<file path="src/rtl/daxi_master.sv">
// Data-side AXI4-Lite master: posted-store write buffer plus ordered single loads.
// Optional sticky bus-error capture is enabled by defining KRV_DAXI_ERR_CAPTURE_EN.
module daxi_master #(
   parameter int WBUF_DEPTH = 4,
   parameter int ADDR_W     = 32,
   parameter int DATA_W     = 32
) (
   input  logic                cpu_clk,
   input  logic                cpu_rstn,
   input  logic                DAXI_access,
   input  logic                DAXI_rd0_wr1,
   input  logic [DATA_W/8-1:0] DAXI_byte_strobe,
   input  logic [DATA_W-1:0]   DAXI_write_data,
   input  logic [31:0]         DAXI_addr,
   output logic                DAXI_trans_buffer_full,
   output logic [DATA_W-1:0]   DAXI_read_data,
   output logic                DAXI_read_data_valid,
   output logic                m_awvalid,
   input  logic                m_awready,
   output logic [ADDR_W-1:0]   m_awaddr,
   output logic                m_wvalid,
   input  logic                m_wready,
   output logic [DATA_W-1:0]   m_wdata,
   output logic [DATA_W/8-1:0] m_wstrb,
   input  logic                m_bvalid,
   output logic                m_bready,
   input  logic [1:0]          m_bresp,
   output logic                m_arvalid,
   input  logic                m_arready,
   output logic [ADDR_W-1:0]   m_araddr,
   input  logic                m_rvalid,
   output logic                m_rready,
   input  logic [DATA_W-1:0]   m_rdata,
   input  logic [1:0]          m_rresp,
   output logic                daxi_err,
   output logic [31:0]         daxi_err_addr
);

   localparam int PW = $clog2(WBUF_DEPTH);
   localparam int CW = PW + 1;
   localparam int SW = DATA_W / 8;

   typedef enum logic [1:0] {W_IDLE, W_REQ, W_RESP} wstate_t;
   typedef enum logic [1:0] {R_IDLE, R_ORDER, R_ADDR, R_DATA} rstate_t;

   wstate_t wstate;
   rstate_t rstate;

   logic [ADDR_W-1:0] wb_addr [WBUF_DEPTH];
   logic [SW-1:0]     wb_strb [WBUF_DEPTH];
   logic [DATA_W-1:0] wb_data [WBUF_DEPTH];

   logic [PW-1:0] wr_ptr;
   logic [PW-1:0] rd_ptr;
   logic [CW-1:0] count;
   logic [CW-1:0] snap;
   logic          aw_done;
   logic          w_done;

   logic push;
   logic pop;
   logic aw_fin;
   logic w_fin;
   logic b_done;
   logic r_done;
   logic ld_acc;

   assign DAXI_trans_buffer_full = (count == CW'(WBUF_DEPTH));
   assign push   = DAXI_access & DAXI_rd0_wr1 & ~DAXI_trans_buffer_full;
   assign aw_fin = aw_done | (m_awvalid & m_awready);
   assign w_fin  = w_done | (m_wvalid & m_wready);
   assign pop    = (wstate == W_REQ) & aw_fin & w_fin;
   assign b_done = (wstate == W_RESP) & m_bvalid;
   assign r_done = (rstate == R_DATA) & m_rvalid;
   assign ld_acc = DAXI_access & ~DAXI_rd0_wr1 & (rstate == R_IDLE);

   // Buffer storage: written at the tail on every accepted store.
   always_ff @(posedge cpu_clk) begin
      if (push) begin
         wb_addr[wr_ptr] <= DAXI_addr[ADDR_W-1:0];
         wb_strb[wr_ptr] <= DAXI_byte_strobe;
         wb_data[wr_ptr] <= DAXI_write_data;
      end
   end

   // Buffer pointers and occupancy; push and pop together leave count unchanged.
   always_ff @(posedge cpu_clk or negedge cpu_rstn) begin
      if (!cpu_rstn) begin
         wr_ptr <= '0;
         rd_ptr <= '0;
         count  <= '0;
      end else begin
         if (push) wr_ptr <= wr_ptr + 1'b1;
         if (pop)  rd_ptr <= rd_ptr + 1'b1;
         unique case ({push, pop})
            2'b10:   count <= count + 1'b1;
            2'b01:   count <= count - 1'b1;
            default: count <= count;
         endcase
      end
   end

   // Write FSM: one outstanding write, AW and W complete independently.
   always_ff @(posedge cpu_clk or negedge cpu_rstn) begin
      if (!cpu_rstn) begin
         wstate    <= W_IDLE;
         m_awvalid <= 1'b0;
         m_wvalid  <= 1'b0;
         m_bready  <= 1'b0;
         m_awaddr  <= '0;
         m_wdata   <= '0;
         m_wstrb   <= '0;
         aw_done   <= 1'b0;
         w_done    <= 1'b0;
      end else begin
         unique case (wstate)
            W_IDLE: begin
               if (count != '0) begin
                  m_awaddr  <= wb_addr[rd_ptr];
                  m_wdata   <= wb_data[rd_ptr];
                  m_wstrb   <= wb_strb[rd_ptr];
                  m_awvalid <= 1'b1;
                  m_wvalid  <= 1'b1;
                  aw_done   <= 1'b0;
                  w_done    <= 1'b0;
                  wstate    <= W_REQ;
               end
            end
            W_REQ: begin
               if (m_awvalid && m_awready) begin
                  m_awvalid <= 1'b0;
                  aw_done   <= 1'b1;
               end
               if (m_wvalid && m_wready) begin
                  m_wvalid <= 1'b0;
                  w_done   <= 1'b1;
               end
               if (aw_fin && w_fin) begin
                  m_bready <= 1'b1;
                  wstate   <= W_RESP;
               end
            end
            W_RESP: begin
               if (m_bvalid) begin
                  m_bready <= 1'b0;
                  wstate   <= W_IDLE;
               end
            end
            default: wstate <= W_IDLE;
         endcase
      end
   end

   // Read FSM: a load waits until every store present at its accept has its B response.
   always_ff @(posedge cpu_clk or negedge cpu_rstn) begin
      if (!cpu_rstn) begin
         rstate               <= R_IDLE;
         m_arvalid            <= 1'b0;
         m_rready             <= 1'b0;
         m_araddr             <= '0;
         snap                 <= '0;
         DAXI_read_data       <= '0;
         DAXI_read_data_valid <= 1'b0;
      end else begin
         DAXI_read_data_valid <= 1'b0;
         unique case (rstate)
            R_IDLE: begin
               if (ld_acc) begin
                  m_araddr <= DAXI_addr[ADDR_W-1:0];
                  snap     <= count + CW'(wstate == W_RESP && !m_bvalid);
                  rstate   <= R_ORDER;
               end
            end
            R_ORDER: begin
               if (snap == '0) begin
                  m_arvalid <= 1'b1;
                  rstate    <= R_ADDR;
               end else if (b_done) begin
                  snap <= snap - 1'b1;
               end
            end
            R_ADDR: begin
               if (m_arready) begin
                  m_arvalid <= 1'b0;
                  m_rready  <= 1'b1;
                  rstate    <= R_DATA;
               end
            end
            R_DATA: begin
               if (m_rvalid) begin
                  m_rready             <= 1'b0;
                  DAXI_read_data       <= m_rdata;
                  DAXI_read_data_valid <= 1'b1;
                  rstate               <= R_IDLE;
               end
            end
            default: rstate <= R_IDLE;
         endcase
      end
   end

`ifdef KRV_DAXI_ERR_CAPTURE_EN
   // Sticky error flag; address latched from the first failing transaction only.
   always_ff @(posedge cpu_clk or negedge cpu_rstn) begin
      if (!cpu_rstn) begin
         daxi_err      <= 1'b0;
         daxi_err_addr <= '0;
      end else if (!daxi_err) begin
         if (b_done && m_bresp != 2'b00) begin
            daxi_err      <= 1'b1;
            daxi_err_addr <= 32'(m_awaddr);
         end else if (r_done && m_rresp != 2'b00) begin
            daxi_err      <= 1'b1;
            daxi_err_addr <= 32'(m_araddr);
         end
      end
   end
`else
   logic unused_resp;
   assign unused_resp   = ^{m_bresp, m_rresp, r_done};
   assign daxi_err      = 1'b0;
   assign daxi_err_addr = '0;
`endif

endmodule

</file>
<file path="config.mk">
export PLATFORM = sky130hd
export DESIGN_NAME = daxi_master
export DESIGN_NICKNAME = d
export VERILOG_FILES = /design/src/rtl/daxi_master.sv
export SDC_FILE = /design/constraint.sdc
export NUM_CORES = 1
export LEC_CHECK = 0
export ABC_AREA = 1
export BUFFER_PORTS_ARGS = -buffer_cell sky130_fd_sc_hd__clkbuf_2
export CAP_MARGIN = 20
export CORE_ASPECT_RATIO = 1.25
export CORE_MARGIN = 8
export CORE_UTILIZATION = 50
export DETAILED_ROUTE_END_ITERATION = 8
export PLACE_DENSITY = 0.8
export SETUP_SLACK_MARGIN = 0.4
export SYNTH_ARGS = -nofsm -noshare
export SYNTH_HDL_FRONTEND = slang
export SYNTH_SLANG_ARGS = --single-unit
export TNS_END_PERCENT = 100
</file>
<file path="constraint.sdc">
create_clock -name cpu_clk -period 11.73 [get_ports cpu_clk]
set_input_delay 2.346 -clock cpu_clk [delete_from_list [all_inputs] [get_ports cpu_clk]]
set_output_delay 2.346 -clock cpu_clk [all_outputs]
set_load 0.05 [all_outputs]
</file>
==> flow_summary.json, run 1 <==
{
  "status": "finished, final reports clean",
  "grtUsageTotal": 0.190,
  "coreArea_sq_mm": 0.0335,
  "cts_inserted_buffers": 41,
  "clockBufferDepth": 3,
  "fmax_mhz": 224,
  "whs_endpoint": "DAXI_read_data[0]",
  "synth_top_area_frac": 0.481,
  "routed_wl_um": 38600,
  "viasPerCell": 5.10,
  "rsz0062_at_grt": "no",
  "tightest_slew_ns": 1.03,
  "ys_ff_latch": 426,
  "pwr-share-seq": 0.379,
  "cts_tree": "built",
  "end_kind": "flip-flop",
  "finalSetupTns_ns": 0,
  "drc": 0,
  "die_w_um": 181,
  "critical_path_buf_inv_count": 2,
  "antenna_found_initial": 2,
  "r2r-start": "count[0]",
  "worstPathArrival_ns": 4.61,
  "slew_headroom": 0.310,
  "power_leakage_nw": 8.84,
  "rows": 75,
  "max_stage_delay_ns": 0.97,
  "max_cap_violations": 0,
  "path_max_fanout": 40,
  "p_switching_w": 0.00258,
  "final_layout_size_suffix_gt1_frac": 0.184,
  "syn_area_sq_mm": 0.0170,
  "r2r-end": "wb_data[3][16]",
  "fill_cells": 2654,
  "crit_chain": "clkbuf_2 > nand3_1 > nor2_4 > buf_4",
  "ctsResizeCount": 0,
  "swShare": 0.440,
  "cp_top_family": "simple AND/OR/NAND/NOR gates",
  "worst_skew_pair.late_latency_ns": 0.54,
  "hpwl_um": 22900,
  "skew_ns": 0.0172,
  "pwr-share-comb": 0.401,
  "ir_drop_mv": 0.229,
  "fin_cells": 2237,
  "drtPass1Iterations": 5,
  "min_path_cells": 2,
  "p_int_w": 0.00328,
  "postCtsSetupRepairBufs": 0,
  "holdCritStartpoint": "DAXI_read_data[0]",
  "worst_ep_required_time_ns": 11.88,
  "io_buffer_count": 247,
  "dp_cells": 2157,
  "grt_max_degree": 85,
  "initial_utilization": 0.507,
  "gr-total-overflow": 0,
  "drtIter0Drc": 674,
  "synth_warnings": 0,
  "fin_nets": 1907,
  "worst_path_max_delay_cell": "nor2_4",
  "period_minus_slack_ns": 4.46,
  "cts.sinks": 426,
  "power.share.clock": 0.220,
  "die-area_sq_mm": 0.0402,
  "cts_htree_levels": 2,
  "hold_buffers": 0,
  "cts-root-buf": "clkbuf_16",
  "hold_viol_final": 0,
  "syn_to_final_growth_pct": 16.0,
  "min_path_type": "reg2reg",
  "grt_pass1_wl_um": 61000,
  "ys_top_cells_by_area": "edfxtp_1, dfrtp_1, nand2_1",
  "slew_violations": 0,
  "ant_nets": 0,
  "synth_top_area_cell": "edfxtp_1",
  "crit_type": "in2reg",
  "setup_viol_count_final": 0,
  "first_global_vias": 11863,
  "p_per_area_mw_per_mm2": 297,
  "r2r_slack_ns": 8.55,
  "r2r_cells": 5,
  "yosysSeqAreaShare": 0.708,
  "holdWs_ns": 0.479,
  "gp_congestion": 0.833,
  "io_pins": 285,
  "finalCritPeriodShare": 0.380,
  "wire_per_inst_um": 17.3,
  "syn-instance-count": 1550,
  "clkSlewWorstSetupHoldPaths_ns": 0.06,
  "synth.distinct_cells": 27,
  "worst_setup_path_start_kind": "input pin",
  "num_vias": 11411,
  "syn_area_per_cell_sq_um": 11.0,
  "die_h_um": 222
}
[area by class of cell]
| type | instances | area [sq um] | area share |
|---|---|---|---|
| antenna | 1 | 2.50 | 0.000127 |
| clock buffer | 65 | 1240 | 0.0630 |
| clock inverter | 11 | 91.3 | 0.00464 |
| inverter | 71 | 269 | 0.0137 |
| multi-input combinational | 980 | 4140 | 0.210 |
| sequential | 426 | 12000 | 0.611 |
| tap | 423 | 529 | 0.0269 |
| timing repair buffer | 260 | 1390 | 0.0707 |
[through the flow]
stage	total power (W)	instance area, sq um	util	setup WS [ns]
finish	0.00586	19700	0.588	7.27
global route	0.00622	19700	0.588	7.10
CTS	0.00591	19600	0.586	7.17
detailed placement	0.00461	18300	0.546	6.61
global placement	0.00454	18300	0.546	6.69
floorplan	0.00404	17100	-	5.78
[power groups by stage]
stage	sequential (W)	clock (W)	combinational (W)
after detailed placement	0.00224	0	0.00237
final	0.00222	0.00129	0.00235
after CTS	0.00222	0.00131	0.00238
after floorplan	0.00292	0	0.00112
after global placement	0.00222	0	0.00231
after global routing	0.00226	0.00137	0.00259
[cell usage after synthesis]
cell / count
a21oi_1: 5
o21ai_1: 29
fa_1: 1
buf_4: 35
buf_6: 19
xnor2_1: 1
nand3_2: 2
buf_1: 4
inv_2: 4
o21a_1: 1
or2_2: 1
o22ai_1: 1
nand3_1: 10
ha_1: 13
nand2_1: 447
xor2_1: 4
nand3_4: 1
nor3_1: 1
buf_2: 22
o21ai_0: 147
edfxtp_1: 272
dfrtp_1: 154
nor2_1: 283
clkbuf_2: 7
clkbuf_1: 18
inv_1: 67
conb_1: 1
[tightest hold or removal path, stage by stage, from the launching register on]
cell	delay, ns
dfrtp_1	0.34
nand2_1	0.05
nand2_1	0.05
[layer usage]
metal / vias up / global-route usage / share of wire
li1: 5462 / - / -
met1: 5479 / 0.221 / 0.40
met2: 390 / 0.332 / 0.50
met3: 78 / 0.0449 / 0.068
met4: 2 / 0.0780 / 0.031
met5: - / 0 / 0.00034
[cells in the final DEF, fill, tap and decap left out, types with 4 or more instances in the layout]
cell type | netlist | routed
edfxtp_1 | 272 | 272
clkbuf_2 | 7 | 246
inv_1 | 67 | 67
xor2_1 | 4 | 4
buf_4 | 35 | 10
clkinvlp_4 | 0 | 4
o21ai_1 | 29 | 29
dfrtp_1 | 154 | 152
nor2_1 | 283 | 279
nand3_1 | 10 | 10
conb_1 | 1 | 33
clkbuf_16 | 0 | 44
nor2_4 | 0 | 4
ha_1 | 13 | 13
clkbuf_1 | 18 | 15
clkbuf_8 | 0 | 6
nand2_1 | 447 | 447
o21ai_0 | 147 | 147
a21oi_1 | 5 | 5
[cells by family after synthesis]
group                      Yosys count  synth area share
DFF                                426             0.708
xor gates and xnor gates             5           0.00258
other                                1          0.000221
AOI/OAI and AO/OA                  183            0.0542
and+or+nand+nor                    745             0.167
adders and majority gates           14            0.0108
buffers and inverters              176            0.0572
[worst max-delay path by stage]
stage | startpoint | to | slack (ns) | cells past startpoint
final | DAXI_access | wb_data[3][16] | 7.27 | 4
after detailed placement | DAXI_access | wb_data[1][9] | 6.61 | 4
after floorplan | DAXI_rd0_wr1 | wb_addr[0][0] | 5.78 | 2
after global routing | DAXI_access | wb_data[3][9] | 7.10 | 4
after CTS | DAXI_access | wb_data[1][12] | 7.17 | 4
after global placement | DAXI_access | wb_data[1][16] | 6.69 | 4
[flip-flops by register name, summed over array words and instances (netlist names), 2 cells and up]
register,flops
m_araddr,32
m_wstrb,4
snap,3
wb_data,128
rd_ptr,2
m_awaddr,32
wb_strb,16
wr_ptr,2
wstate,2
rstate,2
m_wdata,32
count,3
wb_addr,128
DAXI_read_data,32
Power figures use the tool's default switching activity.
==> run 2: changes to the inputs <==
==> constraint.sdc (replaced) <==
create_clock -name cpu_clk -period 4.45 [get_ports cpu_clk]
set_input_delay 0.89 -clock cpu_clk [delete_from_list [all_inputs] [get_ports cpu_clk]]
set_output_delay 0.89 -clock cpu_clk [all_outputs]
set_load 0.05 [all_outputs]
==> flow_summary.json, run 2 (synthesized netlist as in run 1, its figures left out) <==
{
  "status": "finished, final reports clean",
  "skew_ns": 0.0219,
  "cts_tree": "built",
  "setup_viol_count_final": 0,
  "grt_pass1_wl_um": 60700,
  "gr-total-overflow": 0,
  "antenna_found_initial": 4,
  "fin_nets": 1911,
  "fin_cells": 2242,
  "max_stage_delay_ns": 0.48,
  "initial_utilization": 0.507,
  "path_common_cell": "nand3_1",
  "power_leakage_nw": 8.88,
  "ctsResizeCount": 0,
  "finalCritPeriodShare": 0.562,
  "worst_skew_pair.late_latency_ns": 0.54,
  "power_w": 0.0155,
  "num_vias": 11316,
  "r2r_slack_ns": 1.95,
  "worstPathArrival_ns": 2.91,
  "finalSetupTns_ns": 0,
  "path_max_fanout": 8,
  "clkSlewWorstSetupHoldPaths_ns": 0.07,
  "ir_drop_mv": 0.482,
  "top_regs": "wb_addr: 128 flops, wb_data: 128 flops",
  "drc": 0,
  "hold_buffers": 0,
  "slew_headroom": 0.350,
  "r2r_cells": 8,
  "cts-root-buf": "clkbuf_16",
  "placed_area_sq_mm": 0.0183,
  "rsz0062_at_grt": "no",
  "crit_type": "reg2reg",
  "cts_htree_levels": 2,
  "r2r-start": "count[1]",
  "worst_slack_ns": 1.95,
  "min_path_type": "in2async",
  "crit_chain": "inv_1 > nand3_1 > nand3_1 > ha_1 > fa_1 > a21oi_1 > o21ai_0 > xor2_1",
  "grtUsageTotal": 0.188,
  "viasPerCell": 5.05,
  "routed_wl_um": 37700,
  "tightest_slew_ns": 0.975,
  "cts_inserted_buffers": 40,
  "fmax_mhz": 400,
  "clockBufferDepth": 3,
  "worst_setup_path_start_kind": "flip-flop",
  "gp_congestion": 0.832,
  "postCtsSetupRepairBufs": 0,
  "fin_area_sq_mm": 0.0197,
  "end_kind": "flip-flop",
  "worst_ep_required_time_ns": 4.86,
  "syn_to_final_growth_pct": 16.2,
  "wire_per_inst_um": 16.8,
  "hpwl_um": 23100,
  "max_cap_violations": 0,
  "dp_cells": 2164,
  "slew_violations": 0,
  "final_layout_size_suffix_gt1_frac": 0.187,
  "cts.sinks": 426,
  "post-place-ws_ns": 1.57,
  "rows": 75,
  "worst_path_max_delay_cell": "nand3_1",
  "io_buffer_count": 247,
  "die-area_sq_mm": 0.0402,
  "hold_viol_final": 0,
  "io_pins": 285,
  "ant_nets": 0,
  "p_per_area_mw_per_mm2": 787,
  "final_cell_mix": "nand2_1, nor2_1, edfxtp_1, clkbuf_2, dfrtp_1",
  "first_global_vias": 11695,
  "grt_max_degree": 116,
  "drtIter0Drc": 760,
  "r2r-end": "count[2]",
  "coreArea_sq_mm": 0.0335,
  "die_h_um": 222,
  "drtPass1Iterations": 5,
  "period_minus_slack_ns": 2.50,
  "die_w_um": 181,
  "layout_commonest_cell": "nand2_1"
}
run 2: area by class of cell:
cell class | count | area [sq um]
clock inverters | 23 | 254
repair buffers | 265 | 1410
multi-input cells | 980 | 4140
well taps | 423 | 529
diodes | 4 | 10.0
clock buffers | 50 | 1090
inverters | 71 | 269
flip-flops and latches | 426 | 12000
fillers | 2526 | 13800
run 2: routing by layer:
layer | vias to the layer above | routed length [um] | global-route usage
met3 | 68 | 2710 | 0.0431
met4 | 2 | 1020 | 0.0815
met1 | 5386 | 15000 | 0.216
li1 | 5458 | - | -
met2 | 402 | 19000 | 0.331
met5 | - | 13 | 0
run 2: how the worst max path moves through the flow:
stage                 startpoint             to  cells past startpoint
finish                  count[1]       count[2]                      8
global route            count[0]       count[2]                      8
CTS                    rd_ptr[0]    m_wdata[30]                      6
detailed placement   DAXI_access       count[2]                      7
global placement     DAXI_access       count[2]                      7
floorplan           DAXI_rd0_wr1  wb_addr[0][0]                      2
run 2: report_power, final:
group	switching (W)	total (W)	leakage (nW)	internal, W
logic	0.00486	0.00636	3.86	0.00150
clock network	0.00141	0.00344	0.656	0.00204
registers	0.000530	0.00572	4.37	0.00519
total	0.00680	0.0155	8.88	0.00873
run 2: worst max-delay path: cells and delay by family, from the launching register on:
kind            cells  cell delay, ns
fa+ha+maj           2            0.87
simple gates        2            0.60
compound gates      2            0.24
buf+inv             1            0.10
flops               1            0.41
xor+xnor            1            0.15
run 2: per-stage QoR:
step / hold slack, ns / utilization
floorplan: 0.449 / -
finish: 0.467 / 0.589
global placement: 0.462 / 0.548
detailed placement: 0.464 / 0.548
CTS: 0.482 / 0.588
global route: 0.490 / 0.589
